File: config.mk
export PLATFORM = sky130hd
export DESIGN_NAME = ahb_req_arbiter_master
export DESIGN_NICKNAME = d
export VERILOG_FILES = /design/src/rtl/ahb_pkg.sv /design/src/rtl/rr_arbiter2.sv /design/src/rtl/ahb_req_arbiter_master.sv
export SDC_FILE = /design/constraint.sdc
export NUM_CORES = 1
export LEC_CHECK = 0
export BUFFER_PORTS_ARGS = -buffer_cell sky130_fd_sc_hd__buf_4
export CAP_MARGIN = 20
export CORE_ASPECT_RATIO = 1.1
export CORE_UTILIZATION = 46
export CTS_CLUSTER_DIAMETER = 120
export CTS_CLUSTER_SIZE = 28
export DETAILED_ROUTE_END_ITERATION = 6
export HOLD_SLACK_MARGIN = 0.1
export PLACE_DENSITY = 0.85
export SLEW_MARGIN = 0
export SYNTH_ARGS = -nofsm -noshare
export SYNTH_HDL_FRONTEND = slang
export SYNTH_SLANG_ARGS = --single-unit
File: constraint.sdc
create_clock -name hclk -period 2.4 [get_ports hclk]
set_input_delay 0.24 -clock hclk [delete_from_list [all_inputs] [get_ports hclk]]
set_output_delay 0.24 -clock hclk [all_outputs]
set_load 0.01 [all_outputs]
File: src/rtl/ahb_pkg.sv
// Shared AHB-Lite definitions for the register-slave master.
// Contents:
//   htrans_t       - AHB transfer type encoding
//   register map   - ERR_STATUS / PAYLOAD / DATA_SIZE addresses
//   hsize values   - access size per register (all byte-wide)
//   mst_state_t    - master data-phase FSM states
package ahb_pkg;

    typedef enum logic [1:0] {
        IDLE   = 2'd0,
        BUSY   = 2'd1,
        NONSEQ = 2'd2,
        SEQ    = 2'd3
    } htrans_t;

    // Register map of the 8-bit slave
    localparam logic [2:0] ERR_STATUS = 3'd1;
    localparam logic [2:0] PAYLOAD    = 3'd2;
    localparam logic [2:0] DATA_SIZE  = 3'd4;

    // Every register is a byte; hsize encodes log2(bytes)
    localparam logic [2:0] HSIZE_BYTE       = 3'd0;
    localparam logic [2:0] HSIZE_ERR_STATUS = HSIZE_BYTE;
    localparam logic [2:0] HSIZE_PAYLOAD    = HSIZE_BYTE;
    localparam logic [2:0] HSIZE_DATA_SIZE  = HSIZE_BYTE;

    typedef enum logic [1:0] {
        S_IDLE = 2'd0,   // no data phase open
        S_DATA = 2'd1,   // data phase open, no error seen
        S_ERR1 = 2'd2,   // first ERROR cycle observed, pipelined address cancelled
        S_ERR2 = 2'd3    // ERROR response still being extended by the slave
    } mst_state_t;

endpackage

File: src/rtl/rr_arbiter2.sv
// Two-way round-robin arbiter with grant hold.
// Ports:
//   hclk, hreset_n - clock, async active-low reset
//   req[1:0]       - requester valids
//   hold           - granted address phase was driven but not accepted this cycle
//   advance        - granted address phase accepted this cycle
//   gnt_vld        - some requester is granted
//   gnt_id         - index of the granted requester
module rr_arbiter2 (
    input  logic       hclk,
    input  logic       hreset_n,
    input  logic [1:0] req,
    input  logic       hold,
    input  logic       advance,
    output logic       gnt_vld,
    output logic       gnt_id
);

    logic last_id;
    logic hold_vld;
    logic hold_id;

    always_comb begin
        gnt_vld = |req;
        gnt_id  = 1'b0;
        // A stalled address phase keeps its grant unless that requester
        // withdrew its command.
        if (hold_vld && req[hold_id])
            gnt_id = hold_id;
        else if (&req)
            gnt_id = ~last_id;
        else
            gnt_id = req[1];
    end

    always_ff @(posedge hclk or negedge hreset_n) begin
        if (!hreset_n) begin
            last_id  <= 1'b1;   // so requester 0 wins the first contention
            hold_vld <= 1'b0;
            hold_id  <= 1'b0;
        end else begin
            if (advance)
                last_id <= gnt_id;
            hold_vld <= hold;
            if (hold)
                hold_id <= gnt_id;
        end
    end

endmodule

File: src/rtl/ahb_req_arbiter_master.sv
// Two-requester AHB-Lite master for the 8-bit register slave.
// Arbitrates register commands round-robin and issues them as pipelined
// NONSEQ transfers; handles wait states, two-cycle ERROR responses and a
// stuck-bus watchdog.
// Ports:
//   hclk, hreset_n                      - clock, async active-low reset
//   req_valid/write/addr/size/wdata     - per-requester command
//   req_ready                           - one-hot pulse, address phase accepted
//   rsp_valid/rsp_rdata/rsp_err         - per-requester completion
//   wdog_trip                           - sticky stuck-bus flag
//   hsel_x/haddr/htrans/hsize/hwrite    - address phase to the slave
//   hwdata                              - data phase write data
//   hready                              - hready_in forwarded to slave
//   hready_in/hrdata/hresp              - slave response
module ahb_req_arbiter_master
    import ahb_pkg::*;
#(
    parameter int ADDR_W   = 3,
    parameter int DATA_W   = 8,
    parameter int MAX_WAIT = 16
) (
    input  logic                   hclk,
    input  logic                   hreset_n,
    input  logic [1:0]             req_valid,
    output logic [1:0]             req_ready,
    input  logic [1:0]             req_write,
    input  logic [1:0][ADDR_W-1:0] req_addr,
    input  logic [1:0][2:0]        req_size,
    input  logic [1:0][DATA_W-1:0] req_wdata,
    output logic [1:0]             rsp_valid,
    output logic [DATA_W-1:0]      rsp_rdata,
    output logic                   rsp_err,
    output logic                   wdog_trip,
    output logic                   hsel_x,
    output logic [ADDR_W-1:0]      haddr,
    output logic [1:0]             htrans,
    output logic [2:0]             hsize,
    output logic                   hwrite,
    output logic [DATA_W-1:0]      hwdata,
    output logic                   hready,
    input  logic                   hready_in,
    input  logic [DATA_W-1:0]      hrdata,
    input  logic                   hresp
);

    localparam int WCNT_W = (MAX_WAIT > 2) ? $clog2(MAX_WAIT) : 1;

    mst_state_t          state, state_nxt;
    logic                dp_id;
    logic                dp_write;
    logic [DATA_W-1:0]   dp_wdata;
    logic [WCNT_W-1:0]   wcnt;

    logic                gnt_vld;
    logic                gnt_id;
    logic                dp_open;
    logic                issue;
    logic                accept;
    logic                wd_fire;

    rr_arbiter2 u_arb (
        .hclk     (hclk),
        .hreset_n (hreset_n),
        .req      (req_valid),
        .hold     (issue && !hready_in),
        .advance  (accept),
        .gnt_vld  (gnt_vld),
        .gnt_id   (gnt_id)
    );

    assign dp_open = (state != S_IDLE);

    // New address phases only from IDLE/DATA; the ERROR states drive IDLE
    // to cancel whatever was pipelined. Reset gating keeps the bus quiet
    // immediately on assertion even if requesters still hold valid.
    assign issue   = hreset_n && !wdog_trip && gnt_vld &&
                     ((state == S_IDLE) || (state == S_DATA));
    assign accept  = issue && hready_in;

    // Fires in the MAX_WAIT-th consecutive stalled data-phase cycle.
    assign wd_fire = (state == S_DATA) && !hready_in &&
                     (wcnt == WCNT_W'(MAX_WAIT - 1));

    always_comb begin
        state_nxt = state;
        rsp_valid = '0;
        rsp_err   = 1'b0;
        rsp_rdata = '0;
        case (state)
            S_IDLE: begin
                if (accept)
                    state_nxt = S_DATA;
            end
            S_DATA: begin
                if (hready_in) begin
                    rsp_valid[dp_id] = 1'b1;
                    rsp_err          = hresp;
                    if (!dp_write && !hresp)
                        rsp_rdata = hrdata;
                    state_nxt = accept ? S_DATA : S_IDLE;
                end else if (hresp) begin
                    state_nxt = S_ERR1;
                end else if (wd_fire) begin
                    rsp_valid[dp_id] = 1'b1;
                    rsp_err          = 1'b1;
                    state_nxt        = S_IDLE;
                end
            end
            S_ERR1, S_ERR2: begin
                if (hready_in) begin
                    rsp_valid[dp_id] = 1'b1;
                    rsp_err          = 1'b1;
                    state_nxt        = S_IDLE;
                end else begin
                    state_nxt = S_ERR2;
                end
            end
            default: state_nxt = S_IDLE;
        endcase
    end

    always_ff @(posedge hclk or negedge hreset_n) begin
        if (!hreset_n) begin
            state     <= S_IDLE;
            dp_id     <= 1'b0;
            dp_write  <= 1'b0;
            dp_wdata  <= '0;
            wcnt      <= '0;
            wdog_trip <= 1'b0;
        end else begin
            state <= state_nxt;
            if (accept) begin
                dp_id    <= gnt_id;
                dp_write <= req_write[gnt_id];
                dp_wdata <= req_wdata[gnt_id];
            end
            if ((state == S_DATA) && !hready_in && !wd_fire)
                wcnt <= wcnt + 1'b1;
            else
                wcnt <= '0;
            if (wd_fire)
                wdog_trip <= 1'b1;
        end
    end

    always_comb begin
        htrans    = IDLE;
        haddr     = '0;
        hsize     = '0;
        hwrite    = 1'b0;
        req_ready = '0;
        if (issue) begin
            htrans = NONSEQ;
            haddr  = req_addr[gnt_id];
            hsize  = req_size[gnt_id];
            hwrite = req_write[gnt_id];
        end
        if (accept)
            req_ready[gnt_id] = 1'b1;
    end

    assign hwdata = dp_open ? dp_wdata : '0;
    assign hsel_x = issue || dp_open;
    assign hready = hready_in;

endmodule
# Yosys cells after proc, flatten, opt, wreduce, memory -nomap -nowiden
# Index checks and enable logic that the tools add are counted.
totals:
  register_bits: 20
  input_bits: 44
  out_inout_bits: 33
  elab_cells: 90
classes:
  n_addsub: 1
  magnitude_cmp: 5
  n_eq_ne: 6
  muxes: 43
  bitwise: 1
  reduce_logical: 25
op_table:
  columns: ["cell", "n"]
  rows:
  - ["2-to-1 mux 8 bit", 6]
  - ["2-to-1 mux 2 bit", 11]
  - ["2-to-1 mux 3 bit", 6]
  - ["2-to-1 mux 1 bit", 14]
  - ["logical AND 1 bit", 12]
  - ["less-than comparator 1 x 2 -> 1 bit, second input constant", 3]
  - ["one-hot mux 2 bit (3 select lines)", 1]
  - ["logical NOT 1 bit", 5]
  - ["adder 4 x 1 -> 4 bit, second input constant", 1]
  - ["equality test 2 bit, second input constant", 2]
  - ["equality test 4 bit, second input constant", 1]
  - ["2-to-1 mux 4 bit", 1]
  - ["inequality test 4 bit, second input constant", 1]
  - ["one-hot mux 2 bit (2 select lines)", 1]
  - ["AND reduction 2 bit", 2]
  - ["OR reduction 2 bit", 2]
  - ["demux 1 bit (select 1 bit)", 2]
  - ["equality test 2 x 1 -> 1 bit, second input constant", 1]
  - ["greater-or-equal comparator 1 bit, second input constant", 2]
  - ["logical NOT 2 bit", 1]
  - ["logical OR 1 bit", 2]
  - ["inequality test 2 bit, second input constant", 1]
  - ["one-hot mux 1 bit (2 select lines)", 1]
  - ["nonzero test 2 bit", 1]
  - ["NOT 1 bit", 1]

# Logic depth before layout (Yosys ltp)
depth:
  ltp_word: 9
  mapped_depth: 7
  ltp_nobuf: 5

# Hierarchy
# A second synthesis with hierarchy kept.
hier_totals:
  hier_cells: 136
  area_unflattened_um2: 1311.3
by_module_without_submodules:
  columns: ["module", "n_inst", "cells_per_inst", "area_per_inst_um2", "seq_area_each_um2"]
  rows:
  - ["ahb_req_arbiter_master", 1, 122, 1156.1, 425.4]
  - ["rr_arbiter2", 1, 14, 155.1, 76.3]

# Least setup slack after synthesis
# No wires, ideal clock.
synth_path:
  path_type: "register to output"
  start: "register wdog_trip"
  end: "output port req_ready[0]"
  arrival_ps: 1536
  required_ps: 2160
  path_slack_ps: 624
  stages_incl_launch_ff: 6
  path_buffers: 2
  cell_sequence: "dfrtp_1 > nand2b_1 > or4_4 > buf_6 > buf_6 > a21oi_1"
synth_between:
  elab_chain_cells: 6
synth_lines:
  columns: ["item", "line", "source"]
  rows:
  - ["from (decl)", "ahb_req_arbiter_master.sv:33", "output logic wdog_trip,"]
  - ["from (signal assigned)", "ahb_req_arbiter_master.sv:129", "wdog_trip <= 1'b0;"]
  - ["from (signal assigned)", "ahb_req_arbiter_master.sv:142", "wdog_trip <= 1'b1;"]
  - ["logical NOT 1 bit", "ahb_req_arbiter_master.sv:76", "assign issue = hreset_n && !wdog_trip && gnt_vld &&"]
  - ["logical AND 1 bit (3 in a row)", "ahb_req_arbiter_master.sv:76", null]
  - ["logical AND 1 bit", "ahb_req_arbiter_master.sv:78", "assign accept = issue && hready_in;"]
  - ["2-to-1 mux 2 bit", "ahb_req_arbiter_master.sv:158", "if (accept)"]
  - ["to (decl)", "ahb_req_arbiter_master.sv:25", "output logic [1:0] req_ready,"]
# Every way passes these cells.

# Worst setup path in the final report
layout_path:
  start: "input port hreset_n"
  end: "output port req_ready[0]"
layout_between:
  elab_chain_cells: 5
layout_lines:
  columns: ["item", "line", "source"]
  rows:
  - ["from (decl)", "ahb_req_arbiter_master.sv:23", "input logic hreset_n,"]
  - ["logical AND 1 bit (3 in a row)", "ahb_req_arbiter_master.sv:76", null]
  - ["logical AND 1 bit", "ahb_req_arbiter_master.sv:78", null]
  - ["2-to-1 mux 2 bit", "ahb_req_arbiter_master.sv:158", null]
# Every way passes these cells.

==> run metrics <==
internal cell power=0.656 mW; fillcell total=205; critical path's top delay family=buffers and inverters; drt first pass iters=4; Area Overhead vs Synth=50.8%; Slew headroom=59.2%; GPL Wtd Cong=0.809; clock skew=0.00352 ns; antenna diode count=0; combinational power share=35.7%; DRC=0; Clock Latency Late Sink=0.30 ns; clk root buf=clkbuf_4; HP Class=in2reg; share of power burned in registers=43.9%; top post-synthesis cells by area=dfrtp_1 (38%), a21oi_1 (6.9%), o21ai_0 (6.5%); Boundary Pins=77; Leakage=0.917 nW; mean post-synth cell area=8.04 um^2; CTS tree=built; Synth Instances=154; largest net degree at the start of global routing=22; initial core utilization=49.1%; worst setup path class=in2out; grt total ovfl=0; Final Setup Violations=0; total routing usage reported by global routing=25.7%; chip width=51.5 um; die height=56.4 um; Netlist Area Pre-Place=0.00124 mm^2; Cell variety after synth=36; f_max=438 MHz; WL/cell=14.2 um; antenna-violating nets left=0; Core ar.=0.00252 mm^2; share of cells above drive strength 1=39.5%; Yosys warning count=0; max_cap viols=0; final worst path period need=2.28 ns; drt via density=5.48; Critical Path Max Stage Delay=0.60 ns; Clk pwr share=20.5%; first-pass GRT wire length=5.70 mm; critical path, cell by cell=dlygate4sd3_1, buf_8, nand2b_1, or4_4, a21oi_1, buf_4; initial antenna violation count=0; startpoint class of the critical path=input port; post-synthesis register bit count=20; IO buf count=75; syn nets=199; CTS sink cnt=20; RSZ-0062 raised after global routing=no; # H-tree levels=1; Die Area=0.00290 mm^2; vias in the first global route=1356; CP Max Fanout=21; Switch Pwr=0.309 mW; Sw Ratio=32.0%; Final HPWL DP=2.71 mm; Worst Path Arrival=2.04 ns; cell row count=19; Power Dens Cells=517 mW/mm^2; Post-DP Area=0.00179 mm^2; Via Count=1419; Crit path buffers/inverters=3; Num CTS Buffers=3; final WL=3.68 mm; Worst-path clk slew=0.11 ns; peak supply drop=0.353 mV; Critical-path top delay cell=or4_4; run status=finished, final reports clean; worst-margin pin slew=0.610 ns; ratio of final minimum period to clock period=95.1%; Final Instance Area=0.00187 mm^2; Setup TNS=0 ns; largest area contributor in the netlist=dfrtp_1; post-synthesis sequential area ratio=40.5%; clk buf depth=2; initial drt markers=43; crit path capture type=output pin; critical path data required time=2.16 ns; final slew viol count=0; nets@finish=274; area share of the largest cell type after synthesis=38.4%; final-report hold violation count=0
## sequential cells by signal, indices dropped and copies added, names as in the netlist
name            cells
wcnt                4
u_arb.hold_vld      1
u_arb.last_id       1
state               2
dp_wdata            8
wdog_trip           1
dp_id               1
dp_write            1
u_arb.hold_id       1
## what timing repair did
item                                    CTS  global route
setup buffers                             0             3
hold endpoints to repair                 20             0
hold buffers                              1             0
endpoints found under the setup margin    0             7
resized for setup                         0             2
## path summary, 6_finish.rpt
| path | start | end | depth (start not counted) | slack, ns |
|---|---|---|---|---|
| max | hreset_n | req_ready[0] | 6 | 0.12 |
| min | hready_in | state[1] | 2 | 0.17 |
| min reg2reg | wcnt[0] | wcnt[0] | 1 | 0.48 |
| min in group asynchronous | hreset_n | dp_wdata[1] | 2 | 0.34 |
| max in group asynchronous | hreset_n | u_arb.last_id | 2 | 1.83 |
| max reg2reg | wdog_trip | dp_wdata[1] | 6 | 0.50 |
## worst register-to-register path: stages (launching register included)
cell      delay (ns)
dfrtp_1         0.41
nand2b_1        0.21
or4_4           0.60
buf_4           0.18
buf_4           0.14
a31oi_1         0.14
a21oi_1         0.10
## layer usage
metal	share of wire, %	track usage [%]
met1	36	29.4
met2	55	47.1
met3	7.0	2.98
met4	2.1	9.65
met5	0	0
## logic make-up after synthesis
group / Yosys count / share of synthesized area (%)
xor+xnor: 2 / 1.42
simple gates: 59 / 24.8
buf+inv: 19 / 7.99
compound gates: 50 / 22.2
other cells: 1 / 0.303
mux: 2 / 1.72
flops: 20 / 40.5
fa+ha+maj: 1 / 1.01
## stage by stage
| step | instances | worst slack [ns] | hold slack [ns] | util (%) | total power, mW |
|---|---|---|---|---|---|
| 6_report | 259 | 0.117 | 0.165 | 74.0 | 0.965 |
| 5_1_grt | 259 | 0.0114 | 0.163 | 74.0 | 1.03 |
| 2_1_floorplan | 154 | 0.624 | -0.0556 | - | 0.601 |
| 4_1_cts | 256 | 0.0227 | 0.156 | 72.8 | 0.957 |
| 3_3_place_gp | 251 | 0.609 | 0.130 | 71.0 | 0.749 |
| 3_5_place_dp | 251 | 0.584 | 0.136 | 71.0 | 0.762 |
## synth_stat cells, drive strengths merged
cell    instances
nor2           20
dfrtp          19
o21ai          19
a21oi          17
nand3          10
nor2b          10
a31oi           9
and2            8
buf             7
inv             7
clkbuf          5
nand2           4
nor4            2
a22o            1
conb            1
dfstp           1
ha              1
mux2            1
mux2i           1
nand2b          1
nand4           1
nor3            1
o21a            1
o21bai          1
o221ai          1
o22ai           1
or3             1
or4             1
xnor2           1
xor2            1
## power groups by stage
stage | combinational, mW | clock (mW) | sequential, mW
finish | 0.344 | 0.197 | 0.423
global route | 0.380 | 0.217 | 0.430
CTS | 0.337 | 0.198 | 0.422
detailed placement | 0.333 | 0 | 0.429
global placement | 0.324 | 0 | 0.426
floorplan | 0.184 | 0 | 0.416
## layout make-up
cell class	count	area, um^2	area share, %
multi-input cells	115	637	34.1
well taps	31	38.8	2.08
inverters	7	26.3	1.41
repair buffers	82	626	33.5
clock buffers	4	36.3	1.95
flip-flops and latches	20	502	26.9
## cells in the final DEF, fill, tap and decap left out, types with 3 or more instances in the layout
master,instances
a21oi_1,17
a31oi_1,9
and2_1,8
buf_4,80
clkbuf_4,3
dfrtp_1,19
inv_1,6
nand2_1,4
nand3_1,10
nor2_1,20
nor2b_1,10
o21ai_0,16
o21ai_1,3
No activity file was read; power rests on OpenSTA's default activity.
